[config.mk]
export PLATFORM = sky130hd
export DESIGN_NAME = uart_tx
export DESIGN_NICKNAME = d
export VERILOG_FILES = /design/src/rtl/uart_tx_pkg.sv /design/src/rtl/uart_baud_tick.sv /design/src/rtl/uart_tx.sv
export SDC_FILE = /design/constraint.sdc
export NUM_CORES = 1
export LEC_CHECK = 0
export CAP_MARGIN = 20
export CELL_PAD_IN_SITES_DETAIL_PLACEMENT = 1
export CELL_PAD_IN_SITES_GLOBAL_PLACEMENT = 2
export CORE_MARGIN = 5
export CORE_UTILIZATION = 30
export DETAILED_ROUTE_END_ITERATION = 6
export GPL_TIMING_DRIVEN = 0
export PLACE_DENSITY_LB_ADDON = 0.15
export SLEW_MARGIN = 30
export SYNTH_ARGS = -nofsm -noshare
export SYNTH_HDL_FRONTEND = slang
export SYNTH_SLANG_ARGS = --single-unit
[constraint.sdc]
create_clock -name clk -period 2.8 [get_ports clk]
set_clock_uncertainty 0.05 [all_clocks]
set_input_delay 0.7 -clock clk [delete_from_list [all_inputs] [get_ports clk]]
set_output_delay 0.7 -clock clk [all_outputs]
set_load 0.05 [all_outputs]
[src/rtl/uart_tx_pkg.sv]
// Shared UART definitions: parity codes, transmitter FSM states and baud divisor.
package uart_tx_pkg;

  localparam int unsigned PARITY_NONE = 0;
  localparam int unsigned PARITY_ODD  = 1;
  localparam int unsigned PARITY_EVEN = 2;

  typedef enum logic [2:0] {
    S_IDLE,
    S_WAIT_CTS,
    S_START,
    S_DATA,
    S_PARITY,
    S_STOP
  } tx_state_e;

  // Divisor rounded to nearest so odd clock/baud ratios stay within half a clock.
  function automatic int unsigned clks_per_bit(input int unsigned clk_freq,
                                               input int unsigned baud);
    return (clk_freq + baud / 2) / baud;
  endfunction

endpackage

[src/rtl/uart_baud_tick.sv]
// Bit-period timer: one-clock tick every CLKS_PER_BIT clocks, restartable at a bit boundary.
module uart_baud_tick #(
  parameter int unsigned CLKS_PER_BIT = 104
) (
  input  logic i_clk,
  input  logic i_reset,
  input  logic i_restart,
  output logic o_tick
);

  localparam int unsigned CW = (CLKS_PER_BIT > 1) ? $clog2(CLKS_PER_BIT) : 1;
  localparam logic [CW-1:0] LAST = CW'(CLKS_PER_BIT - 1);

  logic [CW-1:0] r_count;

  always_ff @(posedge i_clk) begin
    if (i_reset || i_restart || (r_count == LAST)) r_count <= '0;
    else                                           r_count <= r_count + 1'b1;
  end

  assign o_tick = (r_count == LAST);

endmodule

[src/rtl/uart_tx.sv]
// Byte-wide UART transmitter with valid/ready input, optional parity and CTS# flow control.
module uart_tx
  import uart_tx_pkg::*;
#(
  parameter int unsigned CLK_FREQ  = 12_000_000,
  parameter int unsigned BAUD      = 115200,
  parameter int unsigned PARITY    = 0,
  parameter int unsigned STOP_BITS = 1
) (
  input  logic       clk,
  input  logic       reset,
  input  logic [7:0] data_in,
  input  logic       data_valid,
  output logic       data_ready,
  input  logic       cts_n,
  output logic       tx,
  output logic       busy
);

  localparam int unsigned CLKS_PER_BIT = clks_per_bit(CLK_FREQ, BAUD);
  localparam logic [2:0]  LAST_STOP    = (STOP_BITS == 2) ? 3'd1 : 3'd0;

  tx_state_e  r_state, w_state_next;
  logic [7:0] r_shift, w_shift_next;
  logic [2:0] r_bit_idx, w_bit_idx_next;
  logic       r_par, w_par_next;
  logic       r_tx, w_tx_next;
  logic       r_busy, r_ready;
  logic [1:0] r_cts_sync;
  logic       w_cts_s, w_accept, w_restart, w_tick;

  always_ff @(posedge clk) begin
    if (reset) r_cts_sync <= '1;
    else       r_cts_sync <= {r_cts_sync[0], cts_n};
  end

  assign w_cts_s  = r_cts_sync[1];
  assign w_accept = data_valid && r_ready;

  uart_baud_tick #(.CLKS_PER_BIT(CLKS_PER_BIT)) u_baud (
    .i_clk     (clk),
    .i_reset   (reset),
    .i_restart (w_restart),
    .o_tick    (w_tick)
  );

  // An accept with CTS already clear skips WAIT_CTS so back-to-back frames keep a 1-clk gap.
  always_comb begin
    w_state_next   = r_state;
    w_shift_next   = r_shift;
    w_bit_idx_next = r_bit_idx;
    w_par_next     = r_par;
    w_tx_next      = r_tx;
    w_restart      = 1'b0;
    unique case (r_state)
      S_IDLE: begin
        w_tx_next = 1'b1;
        if (w_accept) begin
          w_shift_next = data_in;
          w_par_next   = ^data_in;
          if (!w_cts_s) begin
            w_state_next = S_START;
            w_tx_next    = 1'b0;
            w_restart    = 1'b1;
          end else begin
            w_state_next = S_WAIT_CTS;
          end
        end
      end
      S_WAIT_CTS: begin
        if (!w_cts_s) begin
          w_state_next = S_START;
          w_tx_next    = 1'b0;
          w_restart    = 1'b1;
        end
      end
      S_START: begin
        if (w_tick) begin
          w_state_next   = S_DATA;
          w_tx_next      = r_shift[0];
          w_bit_idx_next = '0;
        end
      end
      S_DATA: begin
        if (w_tick) begin
          w_shift_next = r_shift >> 1;
          if (r_bit_idx == 3'd7) begin
            w_bit_idx_next = '0;
            if (PARITY != PARITY_NONE) begin
              w_state_next = S_PARITY;
              w_tx_next    = (PARITY == PARITY_EVEN) ? r_par : ~r_par;
            end else begin
              w_state_next = S_STOP;
              w_tx_next    = 1'b1;
            end
          end else begin
            w_bit_idx_next = r_bit_idx + 3'd1;
            w_tx_next      = r_shift[1];
          end
        end
      end
      S_PARITY: begin
        if (w_tick) begin
          w_state_next   = S_STOP;
          w_tx_next      = 1'b1;
          w_bit_idx_next = '0;
        end
      end
      S_STOP: begin
        w_tx_next = 1'b1;
        if (w_tick) begin
          if (r_bit_idx == LAST_STOP) w_state_next = S_IDLE;
          else                        w_bit_idx_next = r_bit_idx + 3'd1;
        end
      end
      default: begin
        w_state_next = S_IDLE;
        w_tx_next    = 1'b1;
      end
    endcase
  end

  always_ff @(posedge clk) begin
    if (reset) begin
      r_state   <= S_IDLE;
      r_shift   <= '0;
      r_bit_idx <= '0;
      r_par     <= 1'b0;
      r_tx      <= 1'b1;
      r_busy    <= 1'b0;
      r_ready   <= 1'b0;
    end else begin
      r_state   <= w_state_next;
      r_shift   <= w_shift_next;
      r_bit_idx <= w_bit_idx_next;
      r_par     <= w_par_next;
      r_tx      <= w_tx_next;
      r_busy    <= (w_state_next != S_IDLE);
      r_ready   <= (w_state_next == S_IDLE);
    end
  end

  assign tx         = r_tx;
  assign busy       = r_busy;
  assign data_ready = r_ready;

endmodule

==> metrics, run 1 <==
hold path cells 1; maximum vdd drop 0.224 mV; delay-heaviest family, CP buffers and inverters; Initial Utilization 30.8%; crit-path cells clkdlybuf4s50_1; I/O Buffers 14; DIE AREA 0.00591 mm^2; count of different cell masters after synthesis 41; Syn Area/Cell 8.71 um^2; I/O Pins 15; CP max FO 6; Num CTS Buffers 3; Peak Freq 434 MHz; # clock sinks 26; placed instance count 220; end of the critical path data_ready; Stages on worst setup path 1; first-pass GRT wire length 5880 um; Overall Power 0.842 mW; Hold Violations, Final 0; FF-to-FF path depth 7; fin worst setup slack 0.494 ns; Final Non-Filler Cells 224; Flop pwr share 47.4%; Max Cap Viol 0; Buf/Inv on CP 1; Total Wirelength 3310 um; area of the core 0.00435 mm^2; clk root buf clkbuf_8; share of layout cells above drive strength 1 11.0%; crit path from data_ready$_SDFF_PP0_; origin of the critical flop-to-flop path u_baud.r_count[0]$_SDFF_PP0_; Final ANT Viol Nets 0; n_diodes 0; top_reg_cell synth dfxtp_1; Switch Pwr 0.205 mW; sw frac 24.4%; Worst-path clk slew 0.10 ns; critical path's slowest cell clkdlybuf4s50_1; FP Rows 24; Gate power share 15.2%; WL/cell 14.8 um; Pre-antenna DRT Iters 4; initial antenna violation count 0; routed vias/inst 5.28; Worst Tran Pin Value 0.620 ns; RSZ-0062 raised after global routing no; CTS Hold Buffers Added 0; Critical Path Sink Type output pin; Die X 76.9 um; clk_lat worst skew 0.27 ns; yosys warns 0; final-stage net count 189; CTS tree done; post-route minimum period 2.31 ns; cell taking the most area after synthesis dfxtp_1; GPL Wtd Cong 0.764; Iter 0 DRT Violations 27; Layout area overhead 20.6%; post-synth top area share 38.8%; Leakage 0.623 nW; CTS max path bufs 2; status completed; HP Start r_cts_sync[0]$_SDFF_PP1_; Synthesized Nets 170; count leader, synth dfxtp_1; Synth Register Bits 26; post-synthesis sequential area ratio 38.8%; Mapped Area 0.00134 mm^2; reg2reg end r_shift[6]$_SDFFE_PP0P_; Post-Route Setup TNS 0 ns; Pint 0.637 mW; DIE HEIGHT 76.9 um; ys async rst share 0%; WP data arrival 1.56 ns; Worst Path Required 2.05 ns; Cell Pwr Density 521 mW/mm^2; Final Cycle Share 82.4%; Cells after Synth 154; Setup Fix Bufs, Post-CTS 0; detailed-route via count 1183; post-DP HPWL 2460 um; CP peak stage delay 0.84 ns; WS Path Type reg -> out; final core utilization 37.2%; top post-synthesis cells by count dfxtp_1 (26), a21oi_1 (17), nor2_1 (13); fin. max-slew vios 0; pre-CTS WS 0.335 ns; Post-synth EDFFs 0; largest net degree at the start of global routing 16; number of global-route vias before repair 1263; Clk pwr share 37.4%; Worst Setup Start Kind flip-flop; worst hold path type reg -> reg; overall routing resource usage 11.9%; Resize count post-CTS 0; Slew Limit Headroom 58.1%; R2R Setup Slk 0.86 ns; Fillers 512; DRC Markers 0; H-tree levels 1; final setup violation count 0; global route overflow 0; Synth area leaders dfxtp_1 (39%), a21oi_1 (6.3%), mux2i_1 (6.0%), o21ai_0 (4.1%), ha_1 (3.7%)
-- stage by stage --
| stage | hold WS, ns | instance area, um^2 |
|---|---|---|
| 2_1_floorplan | 0.339 | 1340 |
| 3_3_place_gp | 0.345 | 1550 |
| 3_5_place_dp | 0.349 | 1550 |
| 4_1_cts | 0.374 | 1620 |
| 5_1_grt | 0.389 | 1620 |
| 6_report | 0.370 | 1620 |
-- logic make-up (layout without fill, tap and decap cells) --
kind of cell | count (synthesis) | after routing | synth area share [%]
buffers and inverters | 16 | 34 | 5.32
and+or+nand+nor | 54 | 54 | 23.4
adders and majority gates | 4 | 4 | 3.73
DFF | 26 | 26 | 38.8
muxes | 8 | 8 | 5.97
xor gates and xnor gates | 5 | 5 | 3.27
AOI/OAI and AO/OA | 41 | 41 | 19.5
-- cells in the final DEF (no fill, tap or decap), types with 3 or more instances in the layout --
| cell type | count |
|---|---|
| dfxtp_1 | 26 |
| nand4_1 | 3 |
| mux2i_1 | 8 |
| nor3_1 | 5 |
| or3_2 | 5 |
| ha_1 | 4 |
| nor2b_1 | 3 |
| nand3_1 | 4 |
| nand2b_1 | 4 |
| clkdlybuf4s50_1 | 14 |
| a21oi_1 | 17 |
| inv_1 | 5 |
| nand2_1 | 5 |
| clkbuf_1 | 5 |
| o21ai_0 | 11 |
| xor2_1 | 3 |
| clkbuf_8 | 3 |
| nor2_1 | 13 |
-- worst min-delay path by stage --
stage | endpoint
floorplan | r_cts_sync[1]$_SDFF_PP1_
global placement | r_cts_sync[1]$_SDFF_PP1_
detailed placement | r_cts_sync[1]$_SDFF_PP1_
CTS | r_cts_sync[1]$_SDFF_PP1_
global route | r_cts_sync[1]$_SDFF_PP1_
finish | r_cts_sync[1]$_SDFF_PP1_
-- power by group through the flow --
stage	sequential, mW	combinational (mW)	clock, mW
2_1_floorplan	0.421	0.0685	0
3_3_place_gp	0.407	0.125	0
3_5_place_dp	0.408	0.128	0
4_1_cts	0.399	0.130	0.325
5_1_grt	0.402	0.141	0.336
6_report	0.399	0.128	0.315
-- state kept, by name (all words and copies together), names as in the netlist --
| name | count |
|---|---|
| r_shift | 8 |
| r_bit_idx | 3 |
| busy | 1 |
| u_baud.r_count | 7 |
| tx | 1 |
| r_cts_sync | 2 |
| r_state | 3 |
| data_ready | 1 |
-- layout make-up --
cell class                      instances  area, um^2  share of cell area, %
Timing Repair Buffer                   14         140                   8.66
Clock inverter                          1        30.0                   1.86
Inverter                                5        18.8                   1.16
Multi-Input combinational cell        112         749                   46.3
Sequential cell                        26         520                   32.2
Tap cell                               52        65.1                   4.02
Buffer                                 11        52.6                   3.25
Clock buffer                            3        41.3                   2.55
-- per-layer routing --
layer,wire length [um],up-vias,GRT usage [%]
li1,-,587,-
met5,0,-,0
met3,95,2,2.34
met1,1710,576,16.9
met4,24,0,3.15
met2,1480,18,18.3
Note: power is estimated with default switching activity, not from simulation.
==> run 2: changes to the inputs <==
==> constraint.sdc (replaced) <==
create_clock -name clk -period 2.4 [get_ports clk]
set_clock_uncertainty 0.05 [all_clocks]
set_input_delay 0.6 -clock clk [delete_from_list [all_inputs] [get_ports clk]]
set_output_delay 0.6 -clock clk [all_outputs]
set_load 0.05 [all_outputs]
==> results of run 2 <==
Same layout as run 1 (identical final DEF). Status: completed.
Among the figures that moved: setup slack after placement 0.335 ns -> 0.0347 ns; setup slack after layout 0.494 ns -> 0.194 ns; register-to-register setup slack 0.86 ns -> 0.46 ns; total power 0.842 mW -> 0.982 mW; worst IR drop on VDD 0.224 mV -> 0.261 mV
